File: src/rtl/logic_ex_gates.sv
// logic_ex_gates: two-switch gate demo that synchronizes and debounces SW and drives registered NOT/AND/OR/XOR LEDs
module logic_ex_gates #(
   parameter int SYNC_STAGES     = 2,
   parameter int DEBOUNCE_CYCLES = 4
) (
   input  logic       clk,
   input  logic       rst,
   input  logic [1:0] SW,
   output logic [3:0] LED
);
   localparam int CW = $clog2(DEBOUNCE_CYCLES + 1);
   logic [SYNC_STAGES-1:0][1:0] sync_q;
   logic [1:0]    sw_sync, sw_prev, sw_stable;
   logic [CW-1:0] cnt, cnt_nxt;
   logic          accept;
   assign sw_sync = sync_q[SYNC_STAGES-1];
   // the pair is debounced as one vector, so a skewed change restarts the count
   always_comb begin
      cnt_nxt = (sw_sync == sw_prev) ? cnt + 1'b1 : CW'(1);
      accept  = (sw_sync != sw_stable) && (cnt_nxt == CW'(DEBOUNCE_CYCLES));
   end
   always_ff @(posedge clk) begin
      if (rst) begin
         sync_q    <= '0;
         sw_prev   <= '0;
         sw_stable <= '0;
         cnt       <= '0;
         LED       <= 4'b0001;
      end else begin
         sync_q    <= {sync_q[SYNC_STAGES-2:0], SW};
         sw_prev   <= sw_sync;
         cnt       <= (sw_sync == sw_stable || accept) ? '0 : cnt_nxt;
         sw_stable <= accept ? sw_sync : sw_stable;
         LED       <= {sw_stable[1] ^ sw_stable[0], sw_stable[1] | sw_stable[0],
                       sw_stable[1] & sw_stable[0], ~sw_stable[0]};
      end
   end
endmodule

File: config.mk
export PLATFORM = sky130hd
export DESIGN_NAME = logic_ex_gates
export DESIGN_NICKNAME = d
export VERILOG_FILES = /design/src/rtl/logic_ex_gates.sv
export SDC_FILE = /design/constraint.sdc
export NUM_CORES = 1
export LEC_CHECK = 0
export ABC_AREA = 1
export CAP_MARGIN = 20
export CORE_MARGIN = 2
export CORE_UTILIZATION = 45
export DETAILED_ROUTE_END_ITERATION = 8
export PLACE_DENSITY = 0.67
export SLEW_MARGIN = 20
export SYNTH_ARGS = -nofsm -noshare
export SYNTH_HDL_FRONTEND = slang
export SYNTH_SLANG_ARGS = --single-unit
export TNS_END_PERCENT = 50
File: constraint.sdc
create_clock -name clk -period 3.5 [get_ports clk]
set_clock_uncertainty 0.1 [all_clocks]
set_input_delay 0.875 -clock clk [delete_from_list [all_inputs] [get_ports clk]]
set_output_delay 0.875 -clock clk [all_outputs]
set_load 0.01 [all_outputs]
Word level (Yosys, flattened, before mapping) --
Index checks and enable logic that the tools add are counted. W data, S select, Z words.
Word-level totals: output and inout bits 4, bits in registers 15, input bits 4
Operators by class: $add $sub $neg 1, muxes and demuxes 1, eq/ne operators 4, reduce and logical (&&, ||, !) cells 3, bitwise operators 4
Operator list (count):
- $eq A2 B2 Y1 | 2
- $add A3 B1 Y3 const B | 1
- $eq A3 B3 Y1 const B | 1
- $mux W3 | 1
- $ne A2 B2 Y1 | 1
- $reduce_or A2 Y1 | 1
- $and A1 B1 Y1 | 1
- $logic_and A1 B1 Y1 | 1
- $logic_or A1 B1 Y1 | 1
- $not A1 Y1 | 1
- $or A1 B1 Y1 | 1
- $xor A1 B1 Y1 | 1

Depth between registers and ports, before layout --
depth in word-level cells 6, gate-level depth with buffers 8

Worst setup path after synthesis --
Ideal clock, no wire load.
path type input-to-reg, from input rst, to register cnt[0], library setup time 0.120 ns, data required time 3.280 ns, cell stages on the path 4, data arrival time 1.243 ns, setup slack 2.036 ns, cell sequence buf_2 -> inv_1 -> nand3_2 -> nor2_1
Between the ends: longest elaborated chain between the ends 1
Ends and longest elaborated chain:
- start, declared | RTL line 7 | input logic rst,
- $reduce_or A2 Y1 (no source line)
- end signal, assigned | RTL line 32 | cnt <= (sw_sync == sw_stable || accept) ? '0 : cnt_nxt;
- end, declared | RTL line 14 | logic [CW-1:0] cnt, cnt_nxt;
No other way between the ends. A chain may end at the register's enable or synchronous reset.

Final worst setup path --
from register LED[2], to output LED[2]
RTL lines:
- start, declared | RTL line 9 | output logic [3:0] LED
- start signal, assigned | RTL line 34 | LED <= {sw_stable[1] ^ sw_stable[0], sw_stable[1] | sw_stable[0],
No word-level cell between the ends.

==> impl_metrics.yaml <==
run_status:
  outcome: "completed"
global_routing:
  antenna_found_initial: 0
  grt_overflow_total: 0
  grt_util_met2_pct: 21.4
  track_usage_pct: 13.2
  grt_max_degree: 11
  use_met1_pct: 14.8
  grt_util_met3_pct: 3.33
  top_usage_layer: "met2"
  grt_pass1_wl_um: 1320
  grt_pass1_vias: 342
worst_setup_path:
  worst-r2r-setup-slack_ns: 2.15
  crit_slowest_cell: "clkdlybuf4s50_1"
  r2r_start: "cnt[0]$_SDFF_PP0_"
  cpPeakStageDelay_ns: 0.52
  cp_max_fo: 1
  worst-path-buf-inv: 1
  worstPathRequired_ns: 2.52
  critical-path-top-delay-family: "buffers and inverters"
  cp.depth: 1
  worstPathArrival_ns: 1.11
  critPathCapture: "LED[2]"
  critPathKind: "flip-flop to output pin"
  startpoint_type: "flip-flop"
  r2r_end: "cnt[0]$_SDFF_PP0_"
  crit_path_cell_trace: "clkdlybuf4s50_1"
  cp-startpoint: "LED[2]$_SDFF_PP0_"
  reg2reg_depth: 8
  endpoint_kind: "output pin"
routing:
  dr.pass1.iters: 4
  vias: 423
  drtIter0Drc: 6
  wire_per_inst_um: 8.59
  ant_nets: 0
  drc: 0
  drt_wl_total_um: 850
  vias_per_cell: 4.27
yosys:
  synth_top_area_share_pct: 50.7
  ys_ff_latch: 15
  synth_most_common_cell: "dfxtp_1"
  netlist_top_cells_count: "dfxtp_1 (15), nand2_1 (14), inv_1 (13)"
  yosys.area.top_type: "dfxtp_1"
  synth_edf_count: 0
  synth.cell_area_um2: 592
  netlist_instances: 74
  synth.avg_cell_area_um2: 8.00
  synth_nets: 81
  async_reset_ff_share_pct: 0
  seq_area_frac_synth_pct: 50.7
  ys.flop_type: "dfxtp_1"
  yosysWarnings: 0
  synthDistinctLibCells: 13
  ys_top_cells_by_area: "dfxtp_1 (51%), nand2_1 (8.9%), inv_1 (8.2%), nor2_1 (7.6%), ha_1 (6.3%)"
timing:
  setup_viol: 0
  final.setup.tns_ns: 0
  slew_headroom_pct: 78.8
  grt_setup_unrepaired: "false"
  period_share_pct: 59.7
  finalHoldViolCount: 0
  fmax_mhz: 479
  finalCriticalPeriod_ns: 2.09
  worst_slew_pin_slew_ns: 0.316
  drv_slew: 0
cts:
  cts_sinks: 15
  clockBufferDepth: 2
  clkTransAtPathRegs_ns: 0.09
  cts-root-buf: "clkbuf_4"
  hold_buffers: 0
  cts_tree: "built"
  numCtsBuffers: 3
  insertion_delay_ns: 0.28
  cts_setup_buffers: 0
  htree_levels: 1
  ctsResizeCount: 0
pwr:
  seq_power_share_pct: 60.6
  power_frac_comb_pct: 5.9
  ir_drop_mv: 0.282
  p_sw_share_pct: 22.9
  clock_power_share_pct: 33.5
  internal_power_uw: 224
  powerDensity_nw_per_um2: 413
  p_sw_uw: 66.4
  p_leak_nw: 0.309
final_layout:
  antenna_cells: 0
  nFillCells: 121
  final_nets: 92
  drive_gt1_share_pct: 16.7
  area_growth_pct: 18.8
  design_area_um2: 703
floorplan:
  initial_core_util_pct: 46.6
  core_um2: 1270
  ioPinCount: 8
  design.die.area_um2: 1620
  dieHeight_um: 40.3
  dieWidth_um: 40.3
  rows: 13
min_path:
  holdPathStages: 2
  min_path_type: "flip-flop to flip-flop"
job:
  maxCapViolCount: 0
placement:
  post-dp-hpwl_um: 661
  place_area_um2: 676
  gp_congestion: 0.763
  port_buffers: 7
## state kept, by name (all words and copies together) (netlist names)
register and flops:
sw_sync 2, sw_prev 2, sync_q 2, LED 4, sw_stable 2, cnt 3
## power by group through the flow
stage,combinational [mW],clock (mW),sequential (mW)
6_report,0.0171,0.0972,0.176
5_1_grt,0.0192,0.109,0.176
4_1_cts,0.0173,0.101,0.176
3_5_place_dp,0.0173,0,0.180
3_3_place_gp,0.0170,0,0.180
2_1_floorplan,0.0124,0,0.180
## per-layer routing
| layer | vias to the layer above | share of wire [%] |
|---|---|---|
| met5 | - | 0 |
| met4 | 0 | 1.4 |
| met3 | 2 | 2.9 |
| met2 | 5 | 45 |
| met1 | 175 | 51 |
| li1 | 241 | - |
## stage by stage
stage                     hold WS [ns]  instances  setup WS [ns]  total power [mW]  util [%]
after floorplan                  0.288         74           2.04             0.192         -
after global placement           0.297         95           1.47             0.197      53.3
after detailed placement         0.301         95           1.43             0.197      53.3
after CTS                        0.319         99           1.39             0.294      55.4
after global routing             0.343         99           1.34             0.305      55.4
final                            0.315         99           1.41             0.290      55.4
## kinds of logic after synthesis
kind of cell	after synthesis	share of synthesized area, %
fa+ha+maj	3	6.34
buf+inv	16	10.4
flops	15	50.7
simple gates	40	32.6
## cell type report
| type | instances | area, um2 | area share (%) |
|---|---|---|---|
| Tap cell | 15 | 18.8 | 2.67 |
| Clock inverter | 1 | 5.00 | 0.712 |
| Sequential cell | 15 | 300 | 42.7 |
| Inverter | 15 | 56.3 | 8.01 |
| Clock buffer | 3 | 22.5 | 3.20 |
| Timing Repair Buffer | 7 | 70.1 | 9.96 |
| Multi-Input combinational cell | 43 | 230 | 32.7 |
## worst min path at each step
stage	to	start
3_3_place_gp	sw_sync[1]$_SDFF_PP0_	sync_q[1]$_SDFF_PP0_
5_1_grt	sw_sync[1]$_SDFF_PP0_	sync_q[1]$_SDFF_PP0_
3_5_place_dp	sw_sync[1]$_SDFF_PP0_	sync_q[1]$_SDFF_PP0_
2_1_floorplan	sw_sync[0]$_SDFF_PP0_	sync_q[0]$_SDFF_PP0_
6_report	sw_sync[1]$_SDFF_PP0_	sync_q[1]$_SDFF_PP0_
4_1_cts	sw_sync[0]$_SDFF_PP0_	sync_q[0]$_SDFF_PP0_
## cells in the final DEF, fill, tap and decap left out, types with 2 or more instances in the layout
| cell | instances |
|---|---|
| dfxtp_1 | 15 |
| nand2_1 | 14 |
| inv_1 | 13 |
| nor2_1 | 12 |
| clkdlybuf4s50_1 | 7 |
| nand3_1 | 5 |
| nand2_2 | 3 |
| ha_1 | 3 |
| clkbuf_4 | 3 |
| inv_2 | 2 |
| nor2_2 | 2 |
| nand3_2 | 2 |
Power figures use the tool's default switching activity.
